**src/rtl/sam_pkg.sv**
```systemverilog
// Shared definitions for the sam data-memory responder: FSM encoding,
// response error code and default geometry.
package sam_pkg;

  typedef enum logic [1:0] {
    ST_IDLE = 2'd0,
    ST_WAIT = 2'd1,
    ST_RESP = 2'd2
  } sam_state_e;

  localparam logic RSP_ERR_RANGE      = 1'b1;
  localparam int   DEFAULT_DEPTH       = 32;
  localparam int   DEFAULT_WAIT_CYCLES = 1;

endpackage

```
**src/rtl/sam_dmem_array.sv**
```systemverilog
// DEPTH x 32 data store: byte-enable write, combinational read,
// asynchronously cleared on reset.
module sam_dmem_array
  import sam_pkg::*;
#(
  parameter int DEPTH = DEFAULT_DEPTH,
  parameter int AW    = $clog2(DEPTH)
) (
  input  logic          clk,
  input  logic          rst,
  input  logic          we,
  input  logic [AW-1:0] idx,
  input  logic [31:0]   wdata,
  input  logic [3:0]    be,
  output logic [31:0]   rdata
);

  logic [31:0] mem_q [DEPTH];
  logic [31:0] mem_d [DEPTH];

  always_comb begin
    mem_d = mem_q;
    if (we) begin
      for (int b = 0; b < 4; b++) begin
        if (be[b]) mem_d[idx][8*b +: 8] = wdata[8*b +: 8];
      end
    end
  end

  always_ff @(posedge clk or posedge rst) begin
    if (rst) begin
      for (int i = 0; i < DEPTH; i++) mem_q[i] <= '0;
    end else begin
      mem_q <= mem_d;
    end
  end

  assign rdata = mem_q[idx];

endmodule

```
**src/rtl/sam_dmem_responder.sv**
```systemverilog
// Slave end of the MEM-stage load/store interface: one request at a time,
// programmable wait states, then a response held until the requester takes it.
module sam_dmem_responder
  import sam_pkg::*;
#(
  parameter int DEPTH       = DEFAULT_DEPTH,
  parameter int WAIT_CYCLES = DEFAULT_WAIT_CYCLES,
  parameter int CNT_W       = 16
) (
  input  logic             clk,
  input  logic             RN,
  input  logic             req_valid,
  output logic             req_ready,
  input  logic             req_we,
  input  logic [31:0]      req_addr,
  input  logic [31:0]      req_wdata,
  input  logic [3:0]       req_be,
  output logic             rsp_valid,
  input  logic             rsp_ready,
  output logic [31:0]      rsp_rdata,
  output logic             rsp_err,
  output logic [CNT_W-1:0] txn_count
);

  localparam int AW = $clog2(DEPTH);
  localparam logic [3:0] WAIT_LOAD = (WAIT_CYCLES > 0) ? 4'(WAIT_CYCLES - 1) : 4'd0;

  sam_state_e       state_q, state_d;
  logic [3:0]       wait_cnt_q, wait_cnt_d;
  logic             we_q, we_d;
  logic [31:0]      addr_q, addr_d;
  logic [31:0]      wdata_q, wdata_d;
  logic [3:0]       be_q, be_d;
  logic [31:0]      rsp_rdata_q, rsp_rdata_d;
  logic             rsp_err_q, rsp_err_d;
  logic [CNT_W-1:0] txn_count_q, txn_count_d;

  // With zero wait states the array is accessed on the accept edge itself,
  // so the operation comes straight from the request port while idle.
  logic          op_live;
  logic          op_we;
  logic [31:0]   op_addr;
  logic [31:0]   op_wdata;
  logic [3:0]    op_be;
  logic          op_in_range;
  logic          mem_we;
  logic          enter_resp;
  logic [31:0]   mem_rdata;

  assign op_live     = (state_q == ST_IDLE);
  assign op_we       = op_live ? req_we    : we_q;
  assign op_addr     = op_live ? req_addr  : addr_q;
  assign op_wdata    = op_live ? req_wdata : wdata_q;
  assign op_be       = op_live ? req_be    : be_q;
  assign op_in_range = (op_addr < 32'(DEPTH));

  sam_dmem_array #(.DEPTH(DEPTH)) u_array (
    .clk   (clk),
    .rst   (RN),
    .we    (mem_we),
    .idx   (op_addr[AW-1:0]),
    .wdata (op_wdata),
    .be    (op_be),
    .rdata (mem_rdata)
  );

  always_comb begin
    state_d     = state_q;
    wait_cnt_d  = wait_cnt_q;
    we_d        = we_q;
    addr_d      = addr_q;
    wdata_d     = wdata_q;
    be_d        = be_q;
    rsp_rdata_d = rsp_rdata_q;
    rsp_err_d   = rsp_err_q;
    txn_count_d = txn_count_q;
    enter_resp  = 1'b0;
    mem_we      = 1'b0;

    case (state_q)
      ST_IDLE: begin
        if (req_valid) begin
          we_d    = req_we;
          addr_d  = req_addr;
          wdata_d = req_wdata;
          be_d    = req_be;
          if (WAIT_CYCLES == 0) begin
            state_d    = ST_RESP;
            enter_resp = 1'b1;
          end else begin
            state_d    = ST_WAIT;
            wait_cnt_d = WAIT_LOAD;
          end
        end
      end
      ST_WAIT: begin
        if (wait_cnt_q == 4'd0) begin
          state_d    = ST_RESP;
          enter_resp = 1'b1;
        end else begin
          wait_cnt_d = wait_cnt_q - 4'd1;
        end
      end
      ST_RESP: begin
        if (rsp_ready) begin
          state_d = ST_IDLE;
          if (txn_count_q != {CNT_W{1'b1}}) txn_count_d = txn_count_q + 1'b1;
        end
      end
      default: state_d = ST_IDLE;
    endcase

    // Write commits and read data is sampled on the edge that enters RESP.
    if (enter_resp) begin
      mem_we      = op_we & op_in_range;
      rsp_rdata_d = (!op_we && op_in_range) ? mem_rdata : 32'd0;
      rsp_err_d   = op_in_range ? 1'b0 : RSP_ERR_RANGE;
    end
  end

  always_ff @(posedge clk or posedge RN) begin
    if (RN) begin
      state_q     <= ST_IDLE;
      wait_cnt_q  <= '0;
      we_q        <= 1'b0;
      addr_q      <= '0;
      wdata_q     <= '0;
      be_q        <= '0;
      rsp_rdata_q <= '0;
      rsp_err_q   <= 1'b0;
      txn_count_q <= '0;
    end else begin
      state_q     <= state_d;
      wait_cnt_q  <= wait_cnt_d;
      we_q        <= we_d;
      addr_q      <= addr_d;
      wdata_q     <= wdata_d;
      be_q        <= be_d;
      rsp_rdata_q <= rsp_rdata_d;
      rsp_err_q   <= rsp_err_d;
      txn_count_q <= txn_count_d;
    end
  end

  assign req_ready = (state_q == ST_IDLE);
  assign rsp_valid = (state_q == ST_RESP);
  assign rsp_rdata = rsp_rdata_q;
  assign rsp_err   = rsp_err_q;
  assign txn_count = txn_count_q;

endmodule

```
**config.mk**
```make
export PLATFORM = sky130hd
export DESIGN_NAME = sam_dmem_responder
export DESIGN_NICKNAME = d
export VERILOG_FILES = /design/src/rtl/sam_pkg.sv /design/src/rtl/sam_dmem_array.sv /design/src/rtl/sam_dmem_responder.sv
export SDC_FILE = /design/constraint.sdc
export NUM_CORES = 2
export LEC_CHECK = 0
export BUFFER_PORTS_ARGS = -buffer_cell sky130_fd_sc_hd__buf_2
export CORE_MARGIN = 2
export CORE_UTILIZATION = 63
export DETAILED_ROUTE_END_ITERATION = 8
export GPL_TIMING_DRIVEN = 0
export PLACE_DENSITY_LB_ADDON = 0.3
export SLEW_MARGIN = 20
export SYNTH_ARGS = -nofsm -noshare
export SYNTH_HDL_FRONTEND = slang
export SYNTH_HIERARCHICAL = 1
export SYNTH_SLANG_ARGS = --single-unit
```
**constraint.sdc**
```tcl
create_clock -name clk -period 35.1 [get_ports clk]
set_input_delay 1.755 -clock clk [delete_from_list [all_inputs] [get_ports clk]]
set_output_delay 1.755 -clock clk [all_outputs]
set_load 0.02 [all_outputs]
```
; ---- Yosys cells after proc, flatten, opt, wreduce, memory -nomap -nowiden
; Cells that the tools add are included.
[word_totals]
register_bits = 1148
latch_bits = 0
ramBits = 0
mem_bits_ro = 0
input_bits = 73
out_inout_bits = 51
elab_cells = 103
mem_count = 0
[op_classes]
addsub = 2
n_mul = 0
div = 0
magnitude_cmp = 3
n_eq_ne = 7
n_shift = 0
n_mux = 38
n_bitwise = 2
n_reduce_logical = 10
[op_table]
columns = operator, n
row1 = $mux 1024, 7
row2 = $bwmux 1024, 4
row3 = $demux 32 s5, 4
row4 = $mux 32, 6
row5 = $bmux 32 s5, 1
row6 = $lt 32x6->1 const B, 1
row7 = $mux 24, 1
row8 = $add 16x1->16 const B, 1
row9 = $mux 16, 1
row10 = $ne 16x16->1 const B, 1
row11 = $mux 4, 3
row12 = $reduce_and 3->1, 3
row13 = $mux 8, 1
row14 = $pmux 4 s2, 1
row15 = $ge 6x6->1 const B, 1
row16 = $lt 6x1->1 const B, 1
row17 = $mux 2, 3
row18 = $ne 2x2->1 const B, 3
row19 = $not 5->6, 1
row20 = $pmux 2 s3, 1
row21 = $mux 1, 5
row22 = $logic_not 4->1, 1
row23 = $sub 4x1->4 const B, 1
row24 = $eq 2x1->1 const B, 1
row25 = 8 further kinds, 9

; ---- Logic depth before layout (Yosys ltp)
[logic_depth]
ltp_word = 18
depth_mapped = 15
ltp_nobuf = 9

; ---- Modules after synthesis
; Netlist, hierarchy kept.
[by_module_without_submodules]
columns = module, n_inst, cells_per_inst, area_each_um2, seq_area_each_um2
row1 = sam_dmem_array, 1, 3341, 47245.3, 25624.6
row2 = sam_dmem_responder, 1, 616, 5905.7, 3103.0

; ---- Worst setup path after synthesis
; Ideal clock, no wire load.
[synth_path]
path_type = input -> register
start = input req_addr[31]
end = register u_array/mem_q[24] (netlist bit)
setup_time_ps = 125
arrival_time_ps = 4253
required_time_ps = 34975
slack_ps = 30722
cell_stages = 10
path_buffers = 3
cell_sequence = nor4_1 -> and3_1 -> a31oi_1 -> buf_2 -> nor4_1 -> buf_4 -> buf_6 -> nand4_4 -> nor2_8 -> mux2_4
[synth_between]
elab_chain_cells = 4
[synth_lines]
columns = element, line_no
row1 = start: declaration, sam_dmem_responder.sv:15  ; input logic [31:0] req_addr,
row2 = $mux 32, sam_dmem_responder.sv:52  ; assign op_addr = op_live ? req_addr : addr_q;
row3 = $lt 32x6->1, sam_dmem_responder.sv:55  ; assign op_in_range = (op_addr < 32'(DEPTH));
row4 = $and 1x1->1, sam_dmem_responder.sv:115  ; mem_we = op_we & op_in_range;
row5 = $mux 1, sam_dmem_responder.sv:114  ; if (enter_resp) begin
row6 = named net mem_we, sam_dmem_responder.sv:46  ; logic mem_we;
row7 = end signal: assignment, sam_dmem_array.sv:34  ; mem_q <= mem_d;
row8 = end: declaration, sam_dmem_array.sv:18  ; logic [31:0] mem_q [DEPTH];
; The timed path passes the listed nets, and every way through them passes these cells.
; A chain may end at the register's enable or synchronous reset.

; ---- Final worst setup path
[layout_path]
start = register state_q[1]
end = register rsp_rdata_q[17] (netlist: rsp_rdata[17])
[layout_between]
elab_chain_cells = 7
elab_cells_between_ends = 13
cone_classes = order compare (1) / eq/ne (1) / mux (7) / bitwise (1) / reduce/logical (3)
[layout_lines]
columns = element, line_no
row1 = start: declaration, sam_dmem_responder.sv:28  ; sam_state_e state_q, state_d;
row2 = start signal: assignment, sam_dmem_responder.sv:133  ; state_q <= state_d;
row3 = $logic_not 2->1, sam_dmem_responder.sv:50  ; assign op_live = (state_q == ST_IDLE);
row4 = $mux 32, sam_dmem_responder.sv:52
row5 = named net op_addr[3], sam_dmem_responder.sv:42  ; logic [31:0] op_addr;
row6 = $not 5->6 (not written as such), sam_dmem_array.sv:38  ; assign rdata = mem_q[idx];
row7 = $bmux 32 s5, sam_dmem_array.sv:38
row8 = $mux 32 (not written as such) (2 in a row), sam_dmem_array.sv:38
row9 = named net mem_rdata[17], sam_dmem_responder.sv:48  ; logic [31:0] mem_rdata;
row10 = $mux 32, sam_dmem_responder.sv:116  ; rsp_rdata_d = (!op_we && op_in_range) ? mem_rdata : 32'd0;
row11 = end signal: assignment, sam_dmem_responder.sv:139  ; rsp_rdata_q <= rsp_rdata_d;
row12 = end: declaration, sam_dmem_responder.sv:34  ; logic [31:0] rsp_rdata_q, rsp_rdata_d;
; The timed path passes the listed nets, and every way through them passes these cells. The select of a mux whose other input is x is not followed.

==> impl_metrics.tcl <==
set metrics [dict create \
    detailedRoute.firstIterationViolations 4379 \
    crit_path_start_kind "register" \
    critPathRequiredTime_ns 35.66 \
    finalWirelength_um 178000 \
    tritoncts "built" \
    antenna_violations_before_repair 4 \
    netlist_area_mm2 0.0532 \
    fmax_mhz 178 \
    post_synth_edffs 0 \
    worstSkewPairLatency_ns 0.69 \
    critical_path.most_common_cell "sky130_fd_sc_hd__clkbuf_1" \
    numClockSinks 1148 \
    synth.lib_cells_used.distinct 60 \
    register_bit_count_reported_by_yosys 1148 \
    synth_area_per_cell_um2 13.4 \
    numPortBuffers 123 \
    setup_violations 0 \
    dieHeight_um 294 \
    post-route-min-period_ns 5.62 \
    core_rows 106 \
    globalRouteTotalUtil_pct 41.4 \
    cts.repair_timing.setup_buffer_count 0 \
    cp_data_arrival_time_ns 6.17 \
    via_count 36806 \
    postLayoutSetupSlackWorst_ns 29.48 \
    critical-path-max-stage-delay_ns 1.00 \
    reg2reg_depth 14 \
    timing.critical_path.cells "or2_2 > inv_1 > clkbuf_1 > buf_2 > mux2_2 > clkbuf_1 > or4b_1 > clkbuf_1 > clkbuf_1 > o22ai_1 > nor4_1 > nand2_1 > nand2_1 > o31ai_2" \
    number_of_hold_buffers_added_after_cts 0 \
    drtPass1Iterations 5 \
    cap_violations 0 \
    worst_setup_path_end_kind "register" \
    setup_tns_ns 0 \
    pre_cts_ws_ns 29.36 \
    timing.setup.critical_path_class "reg2reg" \
    postSynth.topFlopCell "sky130_fd_sc_hd__dfrtp_1" \
    cp_top_family "buffers and inverters" \
    leakagePower_uw 0.0297 \
    coreArea_mm2 0.0836 \
    initial_utilization_pct 63.6 \
    finalHoldViolCount 0 \
    clk_pin_slew_ns 0.06 \
    timing_worst_slew_pin_value_ns 1.33 \
    grt_pass1_vias 36771 \
    detail_route.wl_per_cell_um 33.1 \
    crit_path_max_fanout 10 \
    globalRouteOverflowTotal 0 \
    global_route_wire_length_before_repair_um 254000 \
    final_stage_net_count 4288 \
    chipWidth_um 294 \
    cts_repair_resize_count 0 \
    ctsRootBufferMaster "sky130_fd_sc_hd__clkbuf_16" \
    min_path_cells 2 \
    worstSetupPathDepth 14 \
    max-clock-path-buffers 3 \
    cts_buffers 113 \
    worst_slew_margin_rel_pct 11.4 \
    vdd_ir_drop_max_mv 0.0994 \
    fin_crit_sh_pct 16.0 \
    last_weighted_congestion_value_of_the_routability_driven_placer 1.01 \
    postSynthNetCount 4033 \
    h-tree-depth 3 \
    min_path_type "reg2reg" \
    post_drt_via_cell_ratio 6.82 \
    grt_start_max_net_pins 109 \
    num_io_pins 124 \
    ys.warnings.count 6 \
    final.fill_count 5580 \
    critPathBufInv 6 \
    final_max_slew_viol_count 0 \
    dp_hpwl_um 116000 \
    synth_sequential_area_ratio_pct 54.0 \
    status "completed" \
    power_per_cell_area_mw_per_mm2 69.8 \
    critical_path.slowest_cell "sky130_fd_sc_hd__clkbuf_1" \
    area.growth.synth_to_final_pct 12.1 \
    ant_nets 0 \
    die_ar_mm2 0.0867 \
    post-route-drc-count 0 \
    layout-drive-gt1-share_pct 38.9 \
    syn_inst 3957 \
    ys_async_sr_fraction_pct 100 \
    clock_skew_ns 0.0265 \
    rsz0062_at_grt "no" \
]
-- routing by layer --
layer / GRT usage [%] / vias to the layer above / wire length [µm]
met1: 54.1 / 18969 / 67800
li1: - / 14884 / -
met4: 27.3 / 4 / 13800
met2: 57.9 / 2310 / 74200
met3: 15.3 / 639 / 22400
met5: 0.681 / - / 100
-- cell usage in the layout (no fill, tap or decap), types with 30 or more instances in the layout --
master                      Yosys  routed
sky130_fd_sc_hd__dfrtp_1     1148    1148
sky130_fd_sc_hd__mux2_2      1041    1041
sky130_fd_sc_hd__mux2i_1      514     514
sky130_fd_sc_hd__nand2_1      335     335
sky130_fd_sc_hd__o22ai_1      256     256
sky130_fd_sc_hd__clkbuf_1     210     174
sky130_fd_sc_hd__buf_2         45     173
sky130_fd_sc_hd__clkbuf_16      0     115
sky130_fd_sc_hd__nor4_1        79      79
sky130_fd_sc_hd__clkbuf_2       0      53
sky130_fd_sc_hd__nor2_2        43      43
sky130_fd_sc_hd__clkbuf_8       0      34
sky130_fd_sc_hd__clkinv_2       0      32
sky130_fd_sc_hd__o31ai_2       30      30
-- logic make-up after synthesis --
family	count (synthesis)	synth area share (%)
buffers and inverters	286	2.33
AND/OR/NAND/NOR	617	6.94
multiplexers	1580	32.3
XOR/XNOR	17	0.280
flip-flops	1148	54.0
AO/OA/AOI/OAI	306	4.01
adder cells (fa/ha/maj)	3	0.0706
-- worst reg2reg max path, stage by stage, from the launching register on --
cell,delay [ns]
sky130_fd_sc_hd__dfrtp_1,0.48
sky130_fd_sc_hd__or2_2,0.38
sky130_fd_sc_hd__inv_1,0.14
sky130_fd_sc_hd__clkbuf_1,0.44
sky130_fd_sc_hd__buf_2,0.39
sky130_fd_sc_hd__mux2_2,0.47
sky130_fd_sc_hd__clkbuf_1,0.26
sky130_fd_sc_hd__or4b_1,0.23
sky130_fd_sc_hd__clkbuf_1,0.55
sky130_fd_sc_hd__clkbuf_1,1.00
sky130_fd_sc_hd__o22ai_1,0.16
sky130_fd_sc_hd__nor4_1,0.46
sky130_fd_sc_hd__nand2_1,0.27
sky130_fd_sc_hd__nand2_1,0.17
sky130_fd_sc_hd__o31ai_2,0.07
-- cells in the mapped netlist (all sizes together) (3+ instances only) --
library cell	number	area share, %
nand4bb	3	0.064
ha	3	0.071
nand2	351	2.6
o21ai	4	0.038
or4b	4	0.075
inv	8	0.056
nor3	10	0.13
o22ai	256	3.0
or4bb	3	0.064
nor2	102	2.1
or3	3	0.035
a211oi	3	0.042
clkbuf	210	1.5
nor2b	5	0.059
buf	68	0.79
or2	3	0.035
and3	5	0.059
and2	4	0.047
or4	3	0.049
xor2	12	0.20
nor4	80	0.95
nand4b	4	0.066
xnor2	5	0.082
dfrtp	1148	54
nand4	10	0.23
mux2i	514	9.7
nand2b	4	0.047
o31ai	32	0.73
nand3	18	0.33
mux2	1066	23
-- path summary, 6_finish.rpt --
kind                             from                  to  slack (ns)
max in group asynchronous          RN  u_array/mem_q[334]       32.37
hold / removal             addr_q[22]          addr_q[22]        0.47
setup reg to reg           state_q[1]       rsp_rdata[17]       29.48
min in group asynchronous          RN             be_q[0]        1.19
hold reg to reg            addr_q[22]          addr_q[22]        0.47
setup / recovery           state_q[1]       rsp_rdata[17]       29.48
-- metrics by stage --
| stage | power (µW) | cell area, µm² | hold slack, ns | std cells | utilization [%] |
|---|---|---|---|---|---|
| after CTS | 4080 | 59600 | 0.477 | 5390 | 71.3 |
| after global routing | 4220 | 59600 | 0.487 | 5390 | 71.3 |
| after global placement | 2790 | 55100 | 0.454 | 5160 | 66.0 |
| after floorplan | 2190 | 53200 | 0.437 | 3957 | - |
| after detailed placement | 2830 | 55700 | 0.462 | 5177 | 66.6 |
| final | 4160 | 59600 | 0.473 | 5393 | 71.3 |
-- area by class of cell --
cell class / count / area [µm²] / share of cell area [%]
sequential: 1148 / 28700 / 48.2
multi-input combinational: 2523 / 23200 / 38.9
clock buffer: 166 / 3410 / 5.72
tap: 1080 / 1350 / 2.27
buffer: 278 / 1280 / 2.15
timing repair buffer: 140 / 1080 / 1.82
clock inverter: 47 / 502 / 0.842
inverter: 8 / 45.0 / 0.0756
antenna: 3 / 7.51 / 0.0126
-- flip-flops by register name, summed over array words and instances, names as in the netlist, 2 cells and up --
name,count
txn_count,16
u_array/mem_q,1024
be_q,4
wdata_q,32
wait_cnt_q,4
addr_q,32
rsp_rdata,32
state_q,2
-- power breakdown --
| part | internal, µW | switching (µW) | leakage, µW | total (µW) |
|---|---|---|---|---|
| Clock | 744 | 523 | 0.00196 | 1270 |
| Sequential | 1370 | 27.3 | 0.0159 | 1400 |
| Combinational | 362 | 1130 | 0.0118 | 1500 |
Note: power is estimated with default switching activity, not from simulation.
